`config.mk`:
```
export PLATFORM = sky130hd
export DESIGN_NAME = mux_arbiter
export DESIGN_NICKNAME = d
export VERILOG_FILES = /design/src/rtl/mux_arbiter.sv
export SDC_FILE = /design/constraint.sdc
export NUM_CORES = 1
export LEC_CHECK = 0
export CAP_MARGIN = 10
export CORE_MARGIN = 2
export CORE_UTILIZATION = 47
export CTS_CLUSTER_DIAMETER = 80
export DETAILED_ROUTE_END_ITERATION = 8
export GPL_TIMING_DRIVEN = 0
export HOLD_SLACK_MARGIN = 0.08
export PLACE_DENSITY = 0.77
export REMOVE_ABC_BUFFERS = 1
export SLEW_MARGIN = 5
export SYNTH_ARGS = -nofsm -noshare
export SYNTH_HDL_FRONTEND = slang
export SYNTH_SLANG_ARGS = --single-unit
export TNS_END_PERCENT = 5
```
`constraint.sdc`:
```
create_clock -name clk -period 3.8 [get_ports clk]
set_input_delay 1.14 -clock clk [delete_from_list [all_inputs] [get_ports clk]]
set_output_delay 1.14 -clock clk [all_outputs]
set_load 0.005 [all_outputs]
```
`src/rtl/mux_arbiter.sv`:
```
// Two-requester burst arbiter feeding a single registered output slot.
// A and B share one output register through a select mux. Each grant may run
// up to MAX_BURST accepted beats while the other side waits, then the grant
// passes over. Ties from IDLE go to the side that was not granted last.
module mux_arbiter #(
   parameter int WIDTH     = 4,
   parameter int MAX_BURST = 4
) (
   input  logic             clk,
   input  logic             rst,
   input  logic             req_a,
   input  logic [WIDTH-1:0] data_a,
   output logic             ack_a,
   input  logic             req_b,
   input  logic [WIDTH-1:0] data_b,
   output logic             ack_b,
   output logic             sel,
   output logic [WIDTH-1:0] out_data,
   output logic             out_valid,
   input  logic             out_ready
);

   // The beat counter is 4 bits wide, so the burst limit must fit in 1..15.
   if (MAX_BURST < 1 || MAX_BURST > 15) begin : g_bad_burst
      $error("mux_arbiter: MAX_BURST must be in the range 1..15");
   end

   localparam logic [3:0] BURST_LIM = 4'(MAX_BURST);

   typedef enum logic [1:0] {
      IDLE  = 2'd0,
      GNT_A = 2'd1,
      GNT_B = 2'd2
   } state_t;

   state_t           state;
   state_t           state_nxt;
   logic             last_gnt;      // 0 = A was granted last, 1 = B
   logic             last_gnt_nxt;
   logic [3:0]       count;
   logic [3:0]       count_nxt;
   logic             can_accept;
   logic             beat_ack;
   logic [WIDTH-1:0] beat_data;

   // True when the beat being accepted now completes a full burst.
   function automatic logic burst_done(input logic [3:0] cnt);
      return (cnt + 4'd1) == BURST_LIM;
   endfunction

   // Handshake: the output slot is free when empty or being drained this cycle.
   always_comb begin
      can_accept = !out_valid || out_ready;
      ack_a      = (state == GNT_A) && req_a && can_accept;
      ack_b      = (state == GNT_B) && req_b && can_accept;
      sel        = (state == GNT_B);
      beat_ack   = ack_a || ack_b;
      beat_data  = sel ? data_b : data_a;
   end

   // Next grant, burst count and tie-break history.
   always_comb begin
      state_nxt    = state;
      count_nxt    = count;
      last_gnt_nxt = last_gnt;
      case (state)
         IDLE: begin
            if (req_a && req_b) begin
               state_nxt = last_gnt ? GNT_A : GNT_B;
            end else if (req_a) begin
               state_nxt = GNT_A;
            end else if (req_b) begin
               state_nxt = GNT_B;
            end
         end
         GNT_A: begin
            if (!req_a) begin
               state_nxt = req_b ? GNT_B : IDLE;
            end else if (ack_a) begin
               if (burst_done(count)) begin
                  // Full burst: hand over if B waits, otherwise start a fresh burst.
                  count_nxt = '0;
                  if (req_b) begin
                     state_nxt = GNT_B;
                  end
               end else begin
                  count_nxt = count + 4'd1;
               end
            end
            // req_a high without ack is a downstream stall: hold everything.
         end
         GNT_B: begin
            if (!req_b) begin
               state_nxt = req_a ? GNT_A : IDLE;
            end else if (ack_b) begin
               if (burst_done(count)) begin
                  count_nxt = '0;
                  if (req_a) begin
                     state_nxt = GNT_A;
                  end
               end else begin
                  count_nxt = count + 4'd1;
               end
            end
         end
         default: begin
            state_nxt = IDLE;
         end
      endcase

      // Any change of grant restarts the burst; entering a grant records the winner.
      if (state_nxt != state) begin
         count_nxt = '0;
         if (state_nxt == GNT_A) begin
            last_gnt_nxt = 1'b0;
         end else if (state_nxt == GNT_B) begin
            last_gnt_nxt = 1'b1;
         end
      end
   end

   // Control registers; reset leaves B as last winner so A takes the first tie.
   always_ff @(posedge clk) begin
      if (rst) begin
         state    <= IDLE;
         last_gnt <= 1'b1;
         count    <= '0;
      end else begin
         state    <= state_nxt;
         last_gnt <= last_gnt_nxt;
         count    <= count_nxt;
      end
   end

   // Output slot: load on ack (even while draining, so no bubble), else empty on drain.
   always_ff @(posedge clk) begin
      if (rst) begin
         out_valid <= 1'b0;
         out_data  <= '0;
      end else if (beat_ack) begin
         out_valid <= 1'b1;
         out_data  <= beat_data;
      end else if (out_ready) begin
         out_valid <= 1'b0;
      end
   end

endmodule

```
Word-level counts from Yosys, hierarchy flattened
Cells that the tools add are included.
- add/subtract/negate cells: 1
- $mul: 0
- div/mod/pow operators: 0
- order comparisons: 0
- eq/ne operators: 10
- shifts and indexed selects: 0
- multiplexer cells: 25
- bitwise gates (word level): 0
- reductions and logical operators: 15
- operators by type and width (cell ; number):
    two-way mux 2 bit ; 12
    two-way mux 4 bit ; 6
    != test 2 bit, second input constant ; 4
    case mux 4 bit (2 select lines) ; 1
    case mux 2 bit (3 select lines) ; 1
    nonzero test 2 bit ; 3
    logical AND 1 bit ; 5
    two-way mux 1 bit ; 5
    AND reduction 5 bit ; 1
    adder 4 x 1 -> 4 bit, second input constant ; 1
    equality test 2 x 1 -> 1 bit, second input constant ; 2
    equality test 2 bit, second input constant ; 2
    equality test 4 x 3 -> 1 bit, second input constant ; 1
    logical NOT 2 bit ; 1
    logical OR 1 bit ; 2
    != test 2 bit ; 1
    AND reduction 2 bit ; 1
    OR reduction 2 bit ; 1
    logical NOT 1 bit ; 1
- flip-flop bits (word level): 12
- bits in latches: 0
- RAM bits: 0
- memory bits (read-only): 0
- input port bits: 13
- output and inout port bits: 8
- memories: 0

Logic depth before layout (Yosys ltp)
Gate-level depths: netlist of run 1.
- word-level depth: 9
- gate-level depth with buffers: 10
- mapped depth without buffers: 10

Least setup slack after synthesis of run 1
Ideal clock, no wire load.
- path kind: in2reg
- from: input port out_ready
- to: register last_gnt
- library setup time: 0.072 ns
- data arrival time: 2.990 ns
- setup slack: 0.739 ns
- stages: 9
- path buffers: 0
- cell sequence: nor2b_4 nor3b_2 a21oi_2 mux2_4 a211o_1 ha_1 nand3b_1 o22ai_1 mux2i_1
- cells in the longest elaborated chain, start to end: 8
- elaborated cells between the ends (all ways): 14
- RTL lines (what ; line ; text):
    from (decl) ; 20 ; input logic out_ready
    logical OR 1 bit * ; 53 ; can_accept = !out_valid || out_ready;
    logical AND 1 bit, on equally long branches ; 55, 54 ;
    two-way mux 2 bit, on equally long branches ; 95, 79 ;
    two-way mux 2 bit, on equally long branches ; 93, 77 ;
    case mux 2 bit (3 select lines) * ; 66 ; case (state)
    equality test 2 x 1 -> 1 bit / equality test 2 bit (equally long branches) ; 114, 116 ;
    nonzero test 2 bit (no line) ; -- ;
    AND reduction 2 bit (no line) ; -- ;
    to (signal assigned) ; 130 ; last_gnt <= last_gnt_nxt;
    to (decl) ; 38 ; logic last_gnt;
Every way passes the cells marked *; elsewhere a longest branch is shown, timed or not.
A chain may end at the register's enable or synchronous reset.

Final worst setup path of run 1
- from: input port req_b
- to: output port ack_b
- cells in the longest elaborated chain, start to end: 2
- RTL lines (what ; line ; text):
    from (decl) ; 14 ; input logic req_b,
    logical AND 1 bit (2 in series) ; 55 ; ack_b = (state == GNT_B) && req_b && can_accept;
    to (decl) ; 16 ; output logic ack_b,
Every way passes these cells.

==> results of run 1 <==
## power groups by stage
stage | combinational (mW) | sequential (mW) | clock [mW]
6_report | 0.0712 | 0.140 | 0.0791
5_1_grt | 0.0794 | 0.141 | 0.0837
4_1_cts | 0.0720 | 0.140 | 0.0802
3_5_place_dp | 0.0718 | 0.142 | 0
3_3_place_gp | 0.0701 | 0.142 | 0
2_1_floorplan | 0.0374 | 0.142 | 0
## cell type report
cell class / instances / area [µm²]
clock buffer: 3 / 22.5
fill: 151 / 649
inverter: 2 / 7.51
multi-input combinational: 76 / 549
sequential: 12 / 240
tap: 17 / 21.3
timing repair buffer: 20 / 199
## metal layers
metal | GRT usage | up-vias | wire, µm
met5 | 0 | - | 0
met4 | 0.114 | 0 | 42
met3 | 0.0397 | 5 | 71
met2 | 0.282 | 20 | 775
met1 | 0.236 | 337 | 766
li1 | - | 382 | -
## worst min path at each step
stage / to / slack [ns] / cells after the start
5_1_grt: out_data[3]$_SDFFE_PP0P_ / 0.53 / 2
3_3_place_gp: out_data[1]$_SDFFE_PP0P_ / 0.49 / 2
3_5_place_dp: out_data[1]$_SDFFE_PP0P_ / 0.49 / 2
2_1_floorplan: last_gnt$_SDFFE_PP1P_ / 0.48 / 2
6_report: out_data[1]$_SDFFE_PP0P_ / 0.50 / 2
4_1_cts: out_data[1]$_SDFFE_PP0P_ / 0.51 / 2
## layout by cell type (no fill, tap or decap), types with 2 or more instances in the layout
cell | netlist | final
sky130_fd_sc_hd__a21oi_1 | 2 | 2
sky130_fd_sc_hd__a21oi_2 | 2 | 2
sky130_fd_sc_hd__a311oi_1 | 4 | 4
sky130_fd_sc_hd__a31oi_1 | 2 | 2
sky130_fd_sc_hd__clkbuf_4 | 0 | 3
sky130_fd_sc_hd__clkdlybuf4s50_1 | 0 | 19
sky130_fd_sc_hd__dfxtp_1 | 12 | 12
sky130_fd_sc_hd__ha_1 | 3 | 3
sky130_fd_sc_hd__inv_1 | 2 | 2
sky130_fd_sc_hd__mux2i_1 | 3 | 3
sky130_fd_sc_hd__nand2_1 | 14 | 14
sky130_fd_sc_hd__nand2b_1 | 3 | 3
sky130_fd_sc_hd__nand3b_1 | 6 | 6
sky130_fd_sc_hd__nor2_1 | 12 | 12
sky130_fd_sc_hd__nor3_1 | 2 | 2
sky130_fd_sc_hd__or2b_1 | 2 | 2
## worst register-to-register path: cells and delay by family (launching register included)
family / cells / cell delay [ns]
AO/OA/AOI/OAI: 3 / 0.62
AND/OR/NAND/NOR: 3 / 0.58
multiplexers: 2 / 0.54
adder cells (fa/ha/maj): 2 / 0.52
flip-flops: 1 / 0.35
## flip-flops by register name (all words and copies together) (netlist names)
signal / cells
count: 4
out_data: 4
state: 2
last_gnt: 1
out_valid: 1
## through the flow
stage	area [µm²]	setup WS (ns)	util	power [mW]
floorplan	797	0.747	-	0.179
global placement	1020	0.0127	0.603	0.212
detailed placement	1020	-0.0150	0.603	0.214
CTS	1040	0.0909	0.616	0.292
global route	1040	0.00333	0.616	0.304
finish	1040	0.0927	0.616	0.290
## logic make-up after synthesis
family,Yosys count,synth area share
mux,4,0.0548
fa+ha+maj,3,0.0457
flops,12,0.292
compound gates,17,0.184
xor+xnor,2,0.0213
simple gates,50,0.362
buf+inv,7,0.0396
==> report_table.html, run 1 <==
<table>
<tr><th>Metric</th><th>Value</th></tr>
<tr><th colspan="2">Timing</th></tr>
<tr><td>Relative slew slack</td><td>0.581</td></tr>
<tr><td>Layout Skew</td><td>approximately 0.0032 ns</td></tr>
<tr><td>Final setup viols</td><td>0</td></tr>
<tr><td>Highest attainable clock frequency</td><td>~270 MHz</td></tr>
<tr><td>Hold Worst Slack</td><td>roughly 0.50 ns</td></tr>
<tr><td>Final min period</td><td>between 3 and 4 ns</td></tr>
<tr><td>Final setup TNS</td><td>0 ns</td></tr>
<tr><td>Final hold viol count</td><td>0</td></tr>
<tr><td>Final worst path period share</td><td>0.976</td></tr>
<tr><td>Slew of the pin with the lowest slew margin</td><td>0.628 ns</td></tr>
<tr><td>Unrepaired setup endpoints after global routing</td><td>no</td></tr>
<tr><td>Final Max Tran Viols</td><td>0</td></tr>
<tr><th colspan="2">Placement</th></tr>
<tr><td>Post-DP HPWL</td><td>around 1300 µm</td></tr>
<tr><td>Gpl congestion</td><td>0.793</td></tr>
<tr><td>Placed instance count</td><td>127</td></tr>
<tr><td>Number of I/O port buffers</td><td>20</td></tr>
<tr><th colspan="2">Worst setup path</th></tr>
<tr><td>Depth of the most critical reg-to-reg path</td><td>10</td></tr>
<tr><td>Critical setup path kind</td><td>in -&gt; out</td></tr>
<tr><td>Worst-path fanout max</td><td>9</td></tr>
<tr><td>CP Buf/Inv Count</td><td>2</td></tr>
<tr><td>Data required time of the critical path</td><td>around 2.7 ns</td></tr>
<tr><td>Launching instance or port of the critical path</td><td>req_b</td></tr>
<tr><td>Dominant delay contributor by cell family on the critical path</td><td>buffers and inverters</td></tr>
<tr><td>Most common cell on crit path</td><td>sky130_fd_sc_hd__clkdlybuf4s50_1</td></tr>
<tr><td>Logic depth of the worst path, buffers included</td><td>4</td></tr>
<tr><td>Worst stage delay on the critical path</td><td>0.63 ns</td></tr>
<tr><td>Crit path capture type</td><td>output pin</td></tr>
<tr><td>Setup slack on the worst flop-to-flop path</td><td>1.12 ns</td></tr>
<tr><td>Standard cell with the maximum stage delay on the critical path</td><td>sky130_fd_sc_hd__clkdlybuf4s50_1</td></tr>
<tr><td>Worst setup path endpoint</td><td>ack_b</td></tr>
<tr><td>Startpoint of the most critical register-to-register path</td><td>count[0]$_SDFFE_PP0P_</td></tr>
<tr><td>Kind of start point of the critical path</td><td>input port</td></tr>
<tr><td>Crit-path cells</td><td>clkdlybuf4s50_1, nand3b_1, nor2_1, clkdlybuf4s50_1</td></tr>
<tr><td>Critical Path AT</td><td>between 2 and 3 ns</td></tr>
<tr><td>Reg-to-reg critical path endpoint</td><td>last_gnt$_SDFFE_PP1P_</td></tr>
<tr><th colspan="2">Yosys</th></tr>
<tr><td>Synthesized area per cell</td><td>a little under 9 µm²</td></tr>
<tr><td>Synthesized cell area</td><td>around 800 µm²</td></tr>
<tr><td>Share of flip-flops with an asynchronous set or reset</td><td>0</td></tr>
<tr><td>Number of synthesized flops with an enable pin</td><td>0</td></tr>
<tr><td>Most repeated cell in the gate-level netlist after synthesis</td><td>sky130_fd_sc_hd__nand2_1</td></tr>
<tr><td>Gate count after technology mapping</td><td>95</td></tr>
<tr><td>Biggest area consumer among synthesized cells</td><td>sky130_fd_sc_hd__dfxtp_1</td></tr>
<tr><td>Most frequent cells after synthesis</td><td>14 x sky130_fd_sc_hd__nand2_1, 12 x sky130_fd_sc_hd__dfxtp_1, 12 x sky130_fd_sc_hd__nor2_1, 6 x sky130_fd_sc_hd__nand3b_1, 4 x sky130_fd_sc_hd__a311oi_1</td></tr>
<tr><td>Fraction of synthesized cell area taken by the top area cell type</td><td>0.292</td></tr>
<tr><td>Prevailing post-synth register cell</td><td>sky130_fd_sc_hd__dfxtp_1</td></tr>
<tr><td>Part of the Yosys area used for sequential elements</td><td>0.292</td></tr>
<tr><td>Number of different library cells in the post-synthesis netlist</td><td>39</td></tr>
<tr><td>Flip-flop and latch count after synthesis</td><td>12</td></tr>
<tr><td>Yosys warning total</td><td>0</td></tr>
<tr><td>Top post-synthesis cells by area</td><td>sky130_fd_sc_hd__dfxtp_1 29%, sky130_fd_sc_hd__nand2_1 6.4%, sky130_fd_sc_hd__nand3b_1 5.5%</td></tr>
<tr><th colspan="2">Clock network</th></tr>
<tr><td># H-tree levels</td><td>1</td></tr>
<tr><td>Clock edge transition at the registers on the reported setup and hold paths</td><td>approximately 0.070 ns</td></tr>
<tr><td>Buffers inserted by post-CTS timing repair</td><td>0</td></tr>
<tr><td>Largest buffer count on any clock path</td><td>2</td></tr>
<tr><td>Source-to-sink clock delay at the later pin of the worst-skew pair</td><td>0.28 ns</td></tr>
<tr><td>Post-CTS Hold Buffers</td><td>0</td></tr>
<tr><td>Resized Gates After CTS</td><td>1</td></tr>
<tr><td>Number of buffers created by CTS</td><td>3</td></tr>
<tr><td>CTS tree</td><td>yes</td></tr>
<tr><td>TritonCTS sink count</td><td>12</td></tr>
<tr><td>Clock root buffer</td><td>sky130_fd_sc_hd__clkbuf_4</td></tr>
<tr><th colspan="2">Floorplanning</th></tr>
<tr><td>Overall die height</td><td>between 40 and 50 µm</td></tr>
<tr><td>Effective utilization at floorplan</td><td>0.487</td></tr>
<tr><td>Die area</td><td>2100 µm²</td></tr>
<tr><td>Horizontal die dimension</td><td>roughly 46 µm</td></tr>
<tr><td>Placeable core region</td><td>1690 µm²</td></tr>
<tr><td>Placement Rows</td><td>15</td></tr>
<tr><td>IO Count</td><td>21</td></tr>
<tr><th colspan="2">Cells and area</th></tr>
<tr><td>Filler-free cell count of the finished design</td><td>130</td></tr>
<tr><td>Net total in the final layout</td><td>~130</td></tr>
<tr><td>Layout cells sized above 1</td><td>0.115</td></tr>
<tr><td>Diode insertion count for antenna repair</td><td>0</td></tr>
<tr><td>Area growth from synthesis to layout</td><td>26.5%</td></tr>
<tr><th colspan="2">Global route</th></tr>
<tr><td>Global-route wire length before repair</td><td>roughly 2800 µm</td></tr>
<tr><td>Vias in the first global route</td><td>between 600 and 700</td></tr>
<tr><td>Initial antenna violation count</td><td>0</td></tr>
<tr><td>Total routing usage reported by global routing</td><td>0.185</td></tr>
<tr><td>Final global-route overflow total</td><td>0</td></tr>
<tr><td>Pin count of the biggest net entering global routing</td><td>16</td></tr>
<tr><th colspan="2">Drt</th></tr>
<tr><td>Count of TritonRoute iterations in the first routing pass</td><td>4</td></tr>
<tr><td>Via count</td><td>roughly 740</td></tr>
<tr><td>Average wire length per cell after detail routing</td><td>around 13 µm</td></tr>
<tr><td>Number of design rule violations left after detail routing</td><td>0</td></tr>
<tr><td>Routed via count divided by cell count</td><td>around 5.7</td></tr>
<tr><td>Initial detailed-routing violation count</td><td>10</td></tr>
<tr><td>Post-detailed-routing wire length</td><td>1660 µm</td></tr>
<tr><td>Count of nets left with antenna violations after detail routing</td><td>0</td></tr>
<tr><th colspan="2">Run status</th></tr>
<tr><td>Status</td><td>finished clean</td></tr>
<tr><th colspan="2">Pwr</th></tr>
<tr><td>Internal power summed over all cells</td><td>~0.21 mW</td></tr>
<tr><td>Power per Cell Area</td><td>279 nW/µm²</td></tr>
<tr><td>Leakage power figure</td><td>0.385 nW</td></tr>
<tr><td>Share of power burned in the clock network</td><td>0.273</td></tr>
<tr><td>Share of power burned in combinational logic</td><td>0.246</td></tr>
<tr><td>Net switching power of the design</td><td>roughly 0.080 mW</td></tr>
<tr><td>Switching part of the total power</td><td>0.276</td></tr>
<tr><td>Worst IR Drop VDD</td><td>approximately 0.18 mV</td></tr>
<tr><td>Reg power frac</td><td>0.482</td></tr>
<tr><th colspan="2">Min path</th></tr>
<tr><td>Critical hold path startpoint</td><td>out_data[1]$_SDFFE_PP0P_</td></tr>
<tr><td>Path type of the worst min-delay path</td><td>reg -&gt; reg</td></tr>
<tr><th colspan="2">Job</th></tr>
<tr><td>Max_cap viols</td><td>0</td></tr>
</table>
Power figures use the tool's default switching activity.
==> inputs of run 2 (changes only) <==
--- a/config.mk
+++ b/config.mk
@@ -6,14 +6,13 @@
 export NUM_CORES = 1
 export LEC_CHECK = 0
 export CAP_MARGIN = 10
-export CORE_MARGIN = 2
+export CORE_MARGIN = 4
 export CORE_UTILIZATION = 47
 export CTS_CLUSTER_DIAMETER = 80
 export DETAILED_ROUTE_END_ITERATION = 8
 export GPL_TIMING_DRIVEN = 0
 export HOLD_SLACK_MARGIN = 0.08
 export PLACE_DENSITY = 0.77
-export REMOVE_ABC_BUFFERS = 1
 export SLEW_MARGIN = 5
 export SYNTH_ARGS = -nofsm -noshare
 export SYNTH_HDL_FRONTEND = slang
==> run 2 against run 1 <==
Die area is 18% higher. First-iteration DRC count grew to 3.1 times the previous value. Total power is 9.2% higher. Combinational power is 8.1% higher. Clock-buffer cell count is 1 higher. Hold slack worse by 0.0025 ns. Setup slack better by 0.12 ns. Non-clock buffer count is 3 higher. Sequential power is 3% lower. Sequential cell count stayed put. Core utilization is 5.5 points higher. Sequential share of layout area is 0.38 points lower.
==> report_table.html, run 2 (synthesis gave the netlist of run 1 again) <==
<table>
<tr><th>Metric</th><th>Value</th></tr>
<tr><th colspan="2">Worst setup path</th></tr>
<tr><td>Critical setup path kind</td><td>in -&gt; out (unchanged)</td></tr>
<tr><td>Standard cell with the maximum stage delay on the critical path</td><td>sky130_fd_sc_hd__clkdlybuf4s50_1 (unchanged)</td></tr>
<tr><td>CP Buf/Inv Count</td><td>2 (unchanged)</td></tr>
<tr><td>Crit-path cells</td><td>dlygate4sd2_1, nand3b_1, nor2_1, clkdlybuf4s50_1 (was clkdlybuf4s50_1, nand3b_1, nor2_1, clkdlybuf4s50_1)</td></tr>
<tr><td>Data required time of the critical path</td><td>2.66 ns (about the same)</td></tr>
<tr><td>Kind of start point of the critical path</td><td>input port (unchanged)</td></tr>
<tr><td>Dominant delay contributor by cell family on the critical path</td><td>buffers and inverters (unchanged)</td></tr>
<tr><td>Worst-path fanout max</td><td>8 (was 9)</td></tr>
<tr><td>Critical Path AT</td><td>2.44 ns (was 2.57 ns)</td></tr>
<tr><td>Crit path capture type</td><td>output pin (unchanged)</td></tr>
<tr><td>Worst stage delay on the critical path</td><td>0.51 ns (was 0.63 ns)</td></tr>
<tr><td>Depth of the most critical reg-to-reg path</td><td>10 (unchanged)</td></tr>
<tr><td>Setup slack on the worst flop-to-flop path</td><td>1.12 ns (about the same)</td></tr>
<tr><td>Logic depth of the worst path, buffers included</td><td>4 (unchanged)</td></tr>
<tr><th colspan="2">Placement</th></tr>
<tr><td>Post-DP HPWL</td><td>1370 µm (was 1280 µm)</td></tr>
<tr><td>Number of I/O port buffers</td><td>18 (was 20)</td></tr>
<tr><td>Placed instance count</td><td>129 (was 127)</td></tr>
<tr><td>Gpl congestion</td><td>0.766 (was 0.793)</td></tr>
<tr><th colspan="2">Floorplanning</th></tr>
<tr><td>Effective utilization at floorplan</td><td>0.521 (was 0.487)</td></tr>
<tr><td>Overall die height</td><td>49.8 µm (was 45.8 µm)</td></tr>
<tr><td>Horizontal die dimension</td><td>49.8 µm (was 45.8 µm)</td></tr>
<tr><td>Placeable core region</td><td>1580 µm² (was 1690 µm²)</td></tr>
<tr><td>IO Count</td><td>21 (unchanged)</td></tr>
<tr><td>Placement Rows</td><td>14 (was 15)</td></tr>
<tr><td>Die area</td><td>2480 µm² (was 2100 µm²)</td></tr>
<tr><th colspan="2">Global route</th></tr>
<tr><td>Global-route wire length before repair</td><td>2940 µm (was 2780 µm)</td></tr>
<tr><td>Vias in the first global route</td><td>691 (was 665)</td></tr>
<tr><td>Initial antenna violation count</td><td>0 (unchanged)</td></tr>
<tr><td>Pin count of the biggest net entering global routing</td><td>11 (was 16)</td></tr>
<tr><td>Final global-route overflow total</td><td>0 (unchanged)</td></tr>
<tr><td>Total routing usage reported by global routing</td><td>0.151 (was 0.185)</td></tr>
<tr><th colspan="2">Timing</th></tr>
<tr><td>Final worst path period share</td><td>0.943 (was 0.976)</td></tr>
<tr><td>Highest attainable clock frequency</td><td>279 MHz (was 270 MHz)</td></tr>
<tr><td>Final Max Tran Viols</td><td>0 (unchanged)</td></tr>
<tr><td>Slew of the pin with the lowest slew margin</td><td>0.619 ns (was 0.628 ns)</td></tr>
<tr><td>Final setup viols</td><td>0 (unchanged)</td></tr>
<tr><td>Final min period</td><td>3.58 ns (was 3.71 ns)</td></tr>
<tr><td>Final hold viol count</td><td>0 (unchanged)</td></tr>
<tr><td>Layout Skew</td><td>0.000331 ns (was 0.00320 ns)</td></tr>
<tr><td>Hold Worst Slack</td><td>0.497 ns (was 0.500 ns)</td></tr>
<tr><td>Unrepaired setup endpoints after global routing</td><td>no (unchanged)</td></tr>
<tr><td>Relative slew slack</td><td>0.582 (was 0.581)</td></tr>
<tr><th colspan="2">Drt</th></tr>
<tr><td>Initial detailed-routing violation count</td><td>31 (was 10)</td></tr>
<tr><td>Number of design rule violations left after detail routing</td><td>0 (unchanged)</td></tr>
<tr><td>Count of TritonRoute iterations in the first routing pass</td><td>4 (unchanged)</td></tr>
<tr><td>Average wire length per cell after detail routing</td><td>13.5 µm (was 12.7 µm)</td></tr>
<tr><td>Via count</td><td>780 (was 744)</td></tr>
<tr><td>Routed via count divided by cell count</td><td>5.86 (was 5.72)</td></tr>
<tr><td>Post-detailed-routing wire length</td><td>1800 µm (was 1660 µm)</td></tr>
<tr><td>Count of nets left with antenna violations after detail routing</td><td>0 (unchanged)</td></tr>
<tr><th colspan="2">Cells and area</th></tr>
<tr><td>Commonest cells after routing, fill and taps aside</td><td>17 x sky130_fd_sc_hd__clkdlybuf4s50_1, 14 x sky130_fd_sc_hd__nand2_1, 12 x sky130_fd_sc_hd__nor2_1, 12 x sky130_fd_sc_hd__dfxtp_1, 6 x sky130_fd_sc_hd__nand3b_1 (was 19 x sky130_fd_sc_hd__clkdlybuf4s50_1, 14 x sky130_fd_sc_hd__nand2_1, 12 x sky130_fd_sc_hd__nor2_1, 12 x sky130_fd_sc_hd__dfxtp_1, 6 x sky130_fd_sc_hd__nand3b_1)</td></tr>
<tr><td>Net total in the final layout</td><td>134 (was 131)</td></tr>
<tr><td>Area growth from synthesis to layout</td><td>28.6% (was 26.5%)</td></tr>
<tr><td>Largest registers</td><td>count x4, out_data x4, state x2 (unchanged)</td></tr>
<tr><td>Final core utilization</td><td>0.671 (was 0.616)</td></tr>
<tr><td>Filler-free cell count of the finished design</td><td>133 (was 130)</td></tr>
<tr><td># fillers</td><td>132 (was 151)</td></tr>
<tr><td>Diode insertion count for antenna repair</td><td>0 (unchanged)</td></tr>
<tr><td>Leading cell type in the layout, fill and taps excluded</td><td>sky130_fd_sc_hd__clkdlybuf4s50_1 (unchanged)</td></tr>
<tr><td>Layout cells sized above 1</td><td>0.145 (was 0.115)</td></tr>
<tr><th colspan="2">Clock network</th></tr>
<tr><td>Clock edge transition at the registers on the reported setup and hold paths</td><td>0.08 ns (was 0.07 ns)</td></tr>
<tr><td>TritonCTS sink count</td><td>12 (unchanged)</td></tr>
<tr><td>Number of buffers created by CTS</td><td>3 (unchanged)</td></tr>
<tr><td># H-tree levels</td><td>1 (unchanged)</td></tr>
<tr><td>Clock root buffer</td><td>sky130_fd_sc_hd__clkbuf_4 (unchanged)</td></tr>
<tr><td>CTS tree</td><td>yes (unchanged)</td></tr>
<tr><td>Source-to-sink clock delay at the later pin of the worst-skew pair</td><td>0.27 ns (was 0.28 ns)</td></tr>
<tr><td>Largest buffer count on any clock path</td><td>2 (unchanged)</td></tr>
<tr><td>Buffers inserted by post-CTS timing repair</td><td>0 (unchanged)</td></tr>
<tr><th colspan="2">Min path</th></tr>
<tr><td>Worst hold stages</td><td>2 (unchanged)</td></tr>
<tr><td>Path type of the worst min-delay path</td><td>reg -&gt; reg (unchanged)</td></tr>
<tr><th colspan="2">Run status</th></tr>
<tr><td>Status</td><td>finished clean (unchanged)</td></tr>
<tr><th colspan="2">Yosys</th></tr>
<tr><td>Number of nets in the synthesized netlist</td><td>~110</td></tr>
<tr><th colspan="2">Pwr</th></tr>
<tr><td>Tot Pwr</td><td>0.317 mW (was 0.290 mW)</td></tr>
<tr><td>Worst IR Drop VDD</td><td>0.235 mV (was 0.179 mV)</td></tr>
<tr><td>Leakage power figure</td><td>0.402 nW (was 0.385 nW)</td></tr>
<tr><td>Power per Cell Area</td><td>299 nW/µm² (was 279 nW/µm²)</td></tr>
<tr><th colspan="2">Job</th></tr>
<tr><td>Max_cap viols</td><td>0 (unchanged)</td></tr>
</table>
## run 2: cell types whose count changed in the layout (fill, tap and decap cells not counted)
cell                              change
sky130_fd_sc_hd__clkbuf_8             +1
sky130_fd_sc_hd__clkdlybuf4s50_1      -2
sky130_fd_sc_hd__buf_4                +1
sky130_fd_sc_hd__buf_1                +1
sky130_fd_sc_hd__clkbuf_1             +1
sky130_fd_sc_hd__buf_2                +2
## run 2: path summary, 6_finish.rpt
| check | from | endpoint |
|---|---|---|
| worst max-delay path | req_a | ack_a |
| worst min-delay path | out_data[2]$_SDFFE_PP0P_ | out_data[2]$_SDFFE_PP0P_ |
| worst max register to register | count[0]$_SDFFE_PP0P_ | last_gnt$_SDFFE_PP1P_ |
| worst min register to register | out_data[2]$_SDFFE_PP0P_ | out_data[2]$_SDFFE_PP0P_ |
## run 2: per-stage QoR
step                worst slack, ns  instance area [µm²]  TNS [ns]
CTS                           0.225                 1060         0
global route                  0.110                 1060         0
floorplan                     0.739                  822         0
finish                        0.215                 1060         0
detailed placement          -0.0451                 1020   -0.0451
global placement             0.0170                 1020         0
## run 2: layer usage
metal	share of wire	global-route usage	wire, µm
met1	0.45	0.179	818
met2	0.45	0.253	813
met3	0.077	0.0392	138
met4	0.016	0.0691	28
met5	0	0	0
## run 2: power breakdown
| part | internal (mW) | switching [mW] |
|---|---|---|
| clock | 0.0582 | 0.0452 |
| combinational | 0.0408 | 0.0362 |
| sequential | 0.133 | 0.00341 |
## run 2: final cells by class
cell class | count | area, µm² | area share
timing repair buffer | 18 | 179 | 0.169
clock buffer | 4 | 36.3 | 0.0343
buffer | 5 | 25.0 | 0.0237
tap | 16 | 20.0 | 0.0189
multi-input combinational | 76 | 549 | 0.520
sequential | 12 | 240 | 0.227
inverter | 2 | 7.51 | 0.00710
## run 2: what timing repair did
| action | CTS | global route |
|---|---|---|
| gates resized for setup | 1 | 0 |
| hold buffers | 0 | 0 |
| setup endpoints to repair | 1 | 0 |
## run 2: worst register-to-register path: cells and delay by family (launching register included)
| family | cells | cell delay, ns |
|---|---|---|
| multiplexers | 2 | 0.53 |
| flip-flops | 1 | 0.35 |
| adder cells (fa/ha/maj) | 2 | 0.52 |
| AO/OA/AOI/OAI | 3 | 0.62 |
| AND/OR/NAND/NOR | 3 | 0.60 |
